File: src/rtl/mult2x2_chk_pkg.sv
// mult2x2_chk_pkg: shared state enum, default MISR taps and golden product for the 2x2 response checker
package mult2x2_chk_pkg;

  typedef enum logic [1:0] {IDLE = 2'd0, RUN = 2'd1, DONE = 2'd2} state_e;

  localparam logic [15:0] MISR_POLY_DEF = 16'h100B;

  function automatic logic [3:0] golden(input logic [1:0] a, input logic [1:0] b);
    return {2'b00, a} * {2'b00, b};
  endfunction

endpackage

File: src/rtl/mult2x2_misr.sv
// mult2x2_misr: Galois-style MISR compacting one 8-bit word per enabled cycle, with synchronous clear
module mult2x2_misr import mult2x2_chk_pkg::*; #(
  parameter int W = 16,
  parameter logic [W-1:0] POLY = W'(MISR_POLY_DEF)
) (
  input  logic         clk,
  input  logic         rst_n,
  input  logic         clr,
  input  logic         en,
  input  logic [7:0]   din,
  output logic [W-1:0] sig
);

  logic [W-1:0] sig_q, sig_d;

  assign sig = sig_q;

  // next signature: shift, fold in taps when the MSB falls out, then xor the data word
  always_comb begin
    sig_d = sig_q;
    sig_d = clr ? '0
          : en  ? ({sig_q[W-2:0], 1'b0} ^ (sig_q[W-1] ? POLY : '0)) ^ W'(din)
          : sig_q;
  end

  // signature register
  always_ff @(posedge clk or negedge rst_n)
    if (!rst_n) sig_q <= '0;
    else        sig_q <= sig_d;

endmodule

File: config.mk
export PLATFORM = sky130hd
export DESIGN_NAME = mult2x2_misr
export DESIGN_NICKNAME = d
export VERILOG_FILES = /design/src/rtl/mult2x2_chk_pkg.sv /design/src/rtl/mult2x2_misr.sv
export SDC_FILE = /design/constraint.sdc
export NUM_CORES = 1
export LEC_CHECK = 0
export CORE_MARGIN = 3
export CORE_UTILIZATION = 39
export DETAILED_ROUTE_END_ITERATION = 7
export PLACE_DENSITY_LB_ADDON = 0.3
export SYNTH_ARGS = -nofsm -noshare
export SYNTH_HDL_FRONTEND = slang
export SYNTH_SLANG_ARGS = --single-unit
File: constraint.sdc
create_clock -name clk -period 0.9 [get_ports clk]
set_input_delay 0.09 -clock clk [delete_from_list [all_inputs] [get_ports clk]]
set_output_delay 0.09 -clock clk [all_outputs]
set_load 0.02 [all_outputs]
==> results.json, run 1 <==
{
  "wl_per_cell_microns": 13.7,
  "layout-drive-gt1-share_pct": 63.2,
  "powerDensity_nw_per_um2": 1180,
  "hold_viol": 0,
  "htreeDepth": 1,
  "vias_per_cell": 4.86,
  "fin_crit_sh_pct": 108,
  "relSlewSlack_pct": 79.1,
  "root_buffer": "clkbuf_4",
  "fp-row-count": 15,
  "nets": 128,
  "fin_area_sq_um": 1450,
  "worst_pin_slew_ns": 0.312,
  "routed_wl_microns": 1910,
  "cts_tree": "done",
  "grt_start_max_net_pins": 17,
  "antenna_found_initial": 0,
  "status": "complete, but fails checks",
  "setup_viol": 25,
  "wl_met3_microns": 99,
  "vias": 675,
  "die_height_microns": 51.2,
  "drv_slew": 0,
  "io_pins": 28,
  "timing.final.ws_setup_ns": -0.0715,
  "rsz0062_at_grt": "yes",
  "final_cells": 139,
  "io_buffers": 27,
  "area_growth_pct": 82.1,
  "cts_buffers": 3,
  "largest_reg_flops": 16,
  "start_util_pct": 43.8,
  "seq_area_frac_synth_pct": 50.2,
  "clk_pin_slew_ns": 0.10,
  "cp-end-kind": "register",
  "grt_pass1_wl_microns": 3130,
  "min_period_ns": 0.972,
  "firstDrtPassIters": 4,
  "max_cap_viol_count": 0,
  "clk_latency_ns": 0.29,
  "dr.max_layer_used": "met4",
  "syn_inst": 66,
  "slowest_stage": "dfrtp_2",
  "pre_cts_slack_ns": -0.326,
  "rr_endpoint": "sig[3]$_DFFE_PN0P_",
  "critPathMaxFanout": 5,
  "synth_cell_types": 15,
  "ff2ff_path_depth": 4,
  "arrival_ns": 1.18,
  "reg2reg_slack_ns": -0.07,
  "met2WireLength_microns": 903,
  "crit_path_max_incr_delay_ns": 0.43,
  "die-width_microns": 51.2,
  "r2r-start": "sig[15]$_DFFE_PN0P_",
  "worstSetupPathType": "reg -> reg",
  "cp_data_required_time_ns": 1.11,
  "drt_iter0_markers": 5,
  "track_usage_pct": 16.4,
  "grt_pass1_vias": 705,
  "violations": "negative setup slack",
  "leakage_uw": 0.000645,
  "avgSynthCellArea_sq_um": 12.1,
  "syn_area_sq_um": 797,
  "ys_ff_latch": 16,
  "cts_hold_buf": 0,
  "skew_ns": 0.00870,
  "critPathLaunchType": "register",
  "setup.worst_path.start": "sig[15]$_DFFE_PN0P_",
  "ir_drop_v": 0.000770,
  "remaining_drc_errors": 0,
  "max_freq_mhz": 1030,
  "antenna_left": 0,
  "design.die.area_sq_um": 2620,
  "yosysWarnings": 0,
  "dpl_cell_area_sq_um": 1250,
  "dp.cells": 134,
  "gp_congestion": 0.739,
  "worst_hold_slack_ns": 0.135,
  "grt_remaining_overflow": 0,
  "clock_path_buffers": 2,
  "core_area_sq_um": 1820,
  "endpoint": "sig[3]$_DFFE_PN0P_",
  "wl_met1_microns": 873,
  "cts_sinks": 16,
  "path_cells": "buf_6, nor3b_4, nand2_1, o221ai_2",
  "diodes": 0,
  "syn_nets": 78,
  "hold_path.class": "in -> async",
  "dp_hpwl_microns": 1280
}
## synthesized netlist by cell type
cell type / instances / area (sq um)
nor3b_1: 1 / 7.51
buf_4: 2 / 15.0
mux2i_1: 7 / 70.1
a211oi_2: 7 / 87.6
xnor2_1: 7 / 61.3
nand3b_1: 1 / 7.51
o221ai_1: 2 / 17.5
dfrtp_1: 16 / 400
buf_2: 1 / 5.00
nor2_1: 9 / 33.8
nand2b_1: 2 / 12.5
nand2_1: 2 / 7.51
buf_6: 2 / 22.5
xor2_1: 2 / 17.5
nor2_2: 5 / 31.3
## area by class of cell
type	instances	area [sq um]
sequential	16	408
multi-input combinational	45	469
fill	118	369
timing repair buffer	50	520
clock buffer	3	22.5
tap	25	31.3
## critical path, delay by kind of cell, from the launching register on
family                 cells  cell delay, ns
DFF                        1            0.43
buffers and inverters      1            0.14
and+or+nand+nor            2            0.27
AOI/OAI and AO/OA          1            0.06
## placed cells by master, fill, tap and decap left out, drive strengths merged, types with 3 or more instances in the layout
cell type,instances
buf,39
xnor2,7
nor2,14
a211oi,7
mux2i,7
clkbuf,3
dfrtp,16
clkdlybuf4s50,10
## worst min path at each step
| stage | endpoint | slack [ns] | cells past startpoint |
|---|---|---|---|
| after floorplan | sig[0]$_DFFE_PN0P_ | -0.21 | 0 |
| after global placement | sig[7]$_DFFE_PN0P_ | 0.45 | 2 |
| after detailed placement | sig[7]$_DFFE_PN0P_ | 0.45 | 2 |
| after CTS | sig[6]$_DFFE_PN0P_ | 0.14 | 2 |
| after global routing | sig[11]$_DFFE_PN0P_ | 0.14 | 2 |
| final | sig[1]$_DFFE_PN0P_ | 0.14 | 2 |
## where the power goes
part	internal (uW)	total (uW)	switching, uW
combinational	312	543	231
clock	155	376	221
sequential	758	790	32.4
## metal layers
metal,global-route usage [%],up-vias
li1,-,322
met1,20.0,327
met2,27.7,22
met3,2.92,4
met4,8.07,0
met5,0,-
## kinds of logic after synthesis
| family | after synthesis | share of synthesized area [%] |
|---|---|---|
| compound gates | 9 | 13.2 |
| xor+xnor | 9 | 9.89 |
| buf+inv | 5 | 5.34 |
| flops | 16 | 50.2 |
| mux | 7 | 8.79 |
| simple gates | 20 | 12.6 |
## per-stage QoR
stage	utilization, %	total power (uW)	setup TNS (ns)
floorplan	-	1000	-0.0164
global placement	68.7	1230	-5.98
detailed placement	68.7	1230	-6.31
CTS	75.6	1680	-0.965
global route	79.7	1790	-1.73
finish	79.7	1710	-0.778
## timing repair
action	in CTS	in global routing
pin swaps	11	2
resized for setup	107	14
buffers inserted	1	1
gates cloned	0	0
endpoints found under the setup margin	29	27
Note: power is estimated with default switching activity, not from simulation.
==> run 2, diff against run 1 <==
- PLACE_DENSITY: default -> 0.74
- PLACE_DENSITY_LB_ADDON: 0.3 -> default
==> run 2 against run 1 <==
Compared with the run above: clock skew decreased by 0.0081 ns; critical path depth unchanged; sequential share of layout area decreased by 0.24 points; the flow still finishes with violations (negative setup slack); die area unchanged; highest routed layer is now met3; global-route usage increased by 0.75 points; design area increased by 0.86%; maximum frequency decreased by 0.18%.
==> results.json, run 2 (synthesis gave the netlist of run 1 again) <==
{
  "cp-end-kind": "register",
  "arrival_ns": 1.13,
  "max_cap_viol_count": 0,
  "design.die.area_sq_um": 2620,
  "cts_buffers": 3,
  "cts_tree": "done",
  "leakage_uw": 0.000668,
  "root_buffer": "clkbuf_4",
  "critPathBufInv": 1,
  "antenna_found_initial": 0,
  "pre_cts_slack_ns": -0.345,
  "grt_pass1_vias": 734,
  "dp_hpwl_microns": 1260,
  "cts_hold_buf": 0,
  "ff2ff_path_depth": 4,
  "max_freq_mhz": 1030,
  "layout-drive-gt1-share_pct": 61.4,
  "htreeDepth": 1,
  "drt_iter0_markers": 7,
  "diodes": 0,
  "nets": 128,
  "ir_drop_v": 0.000813,
  "critPathMaxFanout": 2,
  "die_height_microns": 51.2,
  "firstDrtPassIters": 4,
  "powerDensity_nw_per_um2": 1170,
  "crit_path_max_incr_delay_ns": 0.41,
  "hold_path.class": "in -> async",
  "rr_endpoint": "sig[1]$_DFFE_PN0P_",
  "start_util_pct": 43.8,
  "timing.final.ws_setup_ns": -0.0732,
  "wl_per_cell_microns": 14.5,
  "core_area_sq_um": 1820,
  "drv_slew": 0,
  "slowest_stage": "dfrtp_2",
  "violations": "negative setup slack",
  "r2r-start": "sig[0]$_DFFE_PN0P_",
  "cts_sinks": 16,
  "rsz0062_at_grt": "yes",
  "vias": 674,
  "hold_viol": 0,
  "io_buffers": 27,
  "largest_reg_flops": 16,
  "grt_pass1_wl_microns": 3420,
  "crit_family": "flip-flops",
  "track_usage_pct": 17.2,
  "gp_congestion": 0.747,
  "cp_data_required_time_ns": 1.06,
  "fp-row-count": 15,
  "die-width_microns": 51.2,
  "setup_viol": 25,
  "area_growth_pct": 83.7,
  "min_period_ns": 0.973,
  "clk_pin_slew_ns": 0.09,
  "vias_per_cell": 4.85,
  "worst_pin_slew_ns": 0.268,
  "clk_latency_ns": 0.27,
  "path_cells": "buf_6, xor2_2, nand2_1, o221ai_2",
  "skew_ns": 0.000572,
  "final_common_cell": "buf_6",
  "fin_crit_sh_pct": 108,
  "reg2reg_slack_ns": -0.07,
  "final_cell_mix": "buf_6 (26), dfrtp_1 (10), nor2_1 (9), clkdlybuf4s50_1 (9), buf_4 (8)",
  "critPathLaunchType": "register",
  "clock_path_buffers": 2,
  "remaining_drc_errors": 0,
  "worstSetupPathType": "reg -> reg",
  "grt_remaining_overflow": 0,
  "io_pins": 28,
  "routed_wl_microns": 2020,
  "status": "complete, but fails checks",
  "fill_cells": 107,
  "grt_start_max_net_pins": 17,
  "relSlewSlack_pct": 82.1,
  "power_uw": 1710,
  "antenna_left": 0
}
-- run 2: final cells by class --
type	count	area [sq um]	share of cell area [%]
multi-input combinational	45	482	32.9
clock buffer	3	22.5	1.54
sequential	16	408	27.9
tap	25	31.3	2.14
timing repair buffer	50	520	35.6
-- run 2: repair_timing --
action,4_1_cts,5_1_grt
pin swaps,12,4
endpoints found under the setup margin,26,32
gates resized for setup,101,22
setup buffers,1,4
-- run 2: metrics by stage --
| step | hold WS, ns | std cells | area [sq um] | setup TNS (ns) | utilization (%) |
|---|---|---|---|---|---|
| 2_1_floorplan | -0.206 | 66 | 810 | -0.0164 | - |
| 3_3_place_gp | 0.445 | 131 | 1220 | -5.98 | 66.8 |
| 3_5_place_dp | 0.441 | 131 | 1220 | -6.37 | 66.8 |
| 4_1_cts | 0.133 | 135 | 1330 | -0.825 | 73.0 |
| 5_1_grt | 0.146 | 139 | 1460 | -1.72 | 80.4 |
| 6_report | 0.159 | 139 | 1460 | -0.717 | 80.4 |
-- run 2: power breakdown --
part | switching [uW] | total, uW | internal, uW
clock network | 207 | 362 | 155
logic | 242 | 562 | 320
registers | 32.3 | 790 | 758
-- run 2: per-layer routing --
| layer | track usage, % | vias to the layer above | wire (microns) | part of all wire [%] |
|---|---|---|---|---|
| met3 | 3.21 | 0 | 119 | 5.9 |
| li1 | - | 322 | - | - |
| met2 | 30.0 | 25 | 1080 | 53 |
| met1 | 22.3 | 327 | 824 | 41 |
| met5 | 0 | - | 0 | 0 |
| met4 | 2.69 | 0 | 0 | 0 |
-- run 2: how the worst max path moves through the flow --
stage | from | endpoint | cells past startpoint | slack [ns]
CTS | sig[0]$_DFFE_PN0P_ | sig[1]$_DFFE_PN0P_ | 4 | -0.08
detailed placement | en | sig[1]$_DFFE_PN0P_ | 5 | -0.35
finish | sig[0]$_DFFE_PN0P_ | sig[1]$_DFFE_PN0P_ | 4 | -0.07
global route | sig[0]$_DFFE_PN0P_ | sig[1]$_DFFE_PN0P_ | 4 | -0.13
global placement | en | sig[1]$_DFFE_PN0P_ | 5 | -0.29
floorplan | sig[15]$_DFFE_PN0P_ | sig[0]$_DFFE_PN0P_ | 2 | -0.01
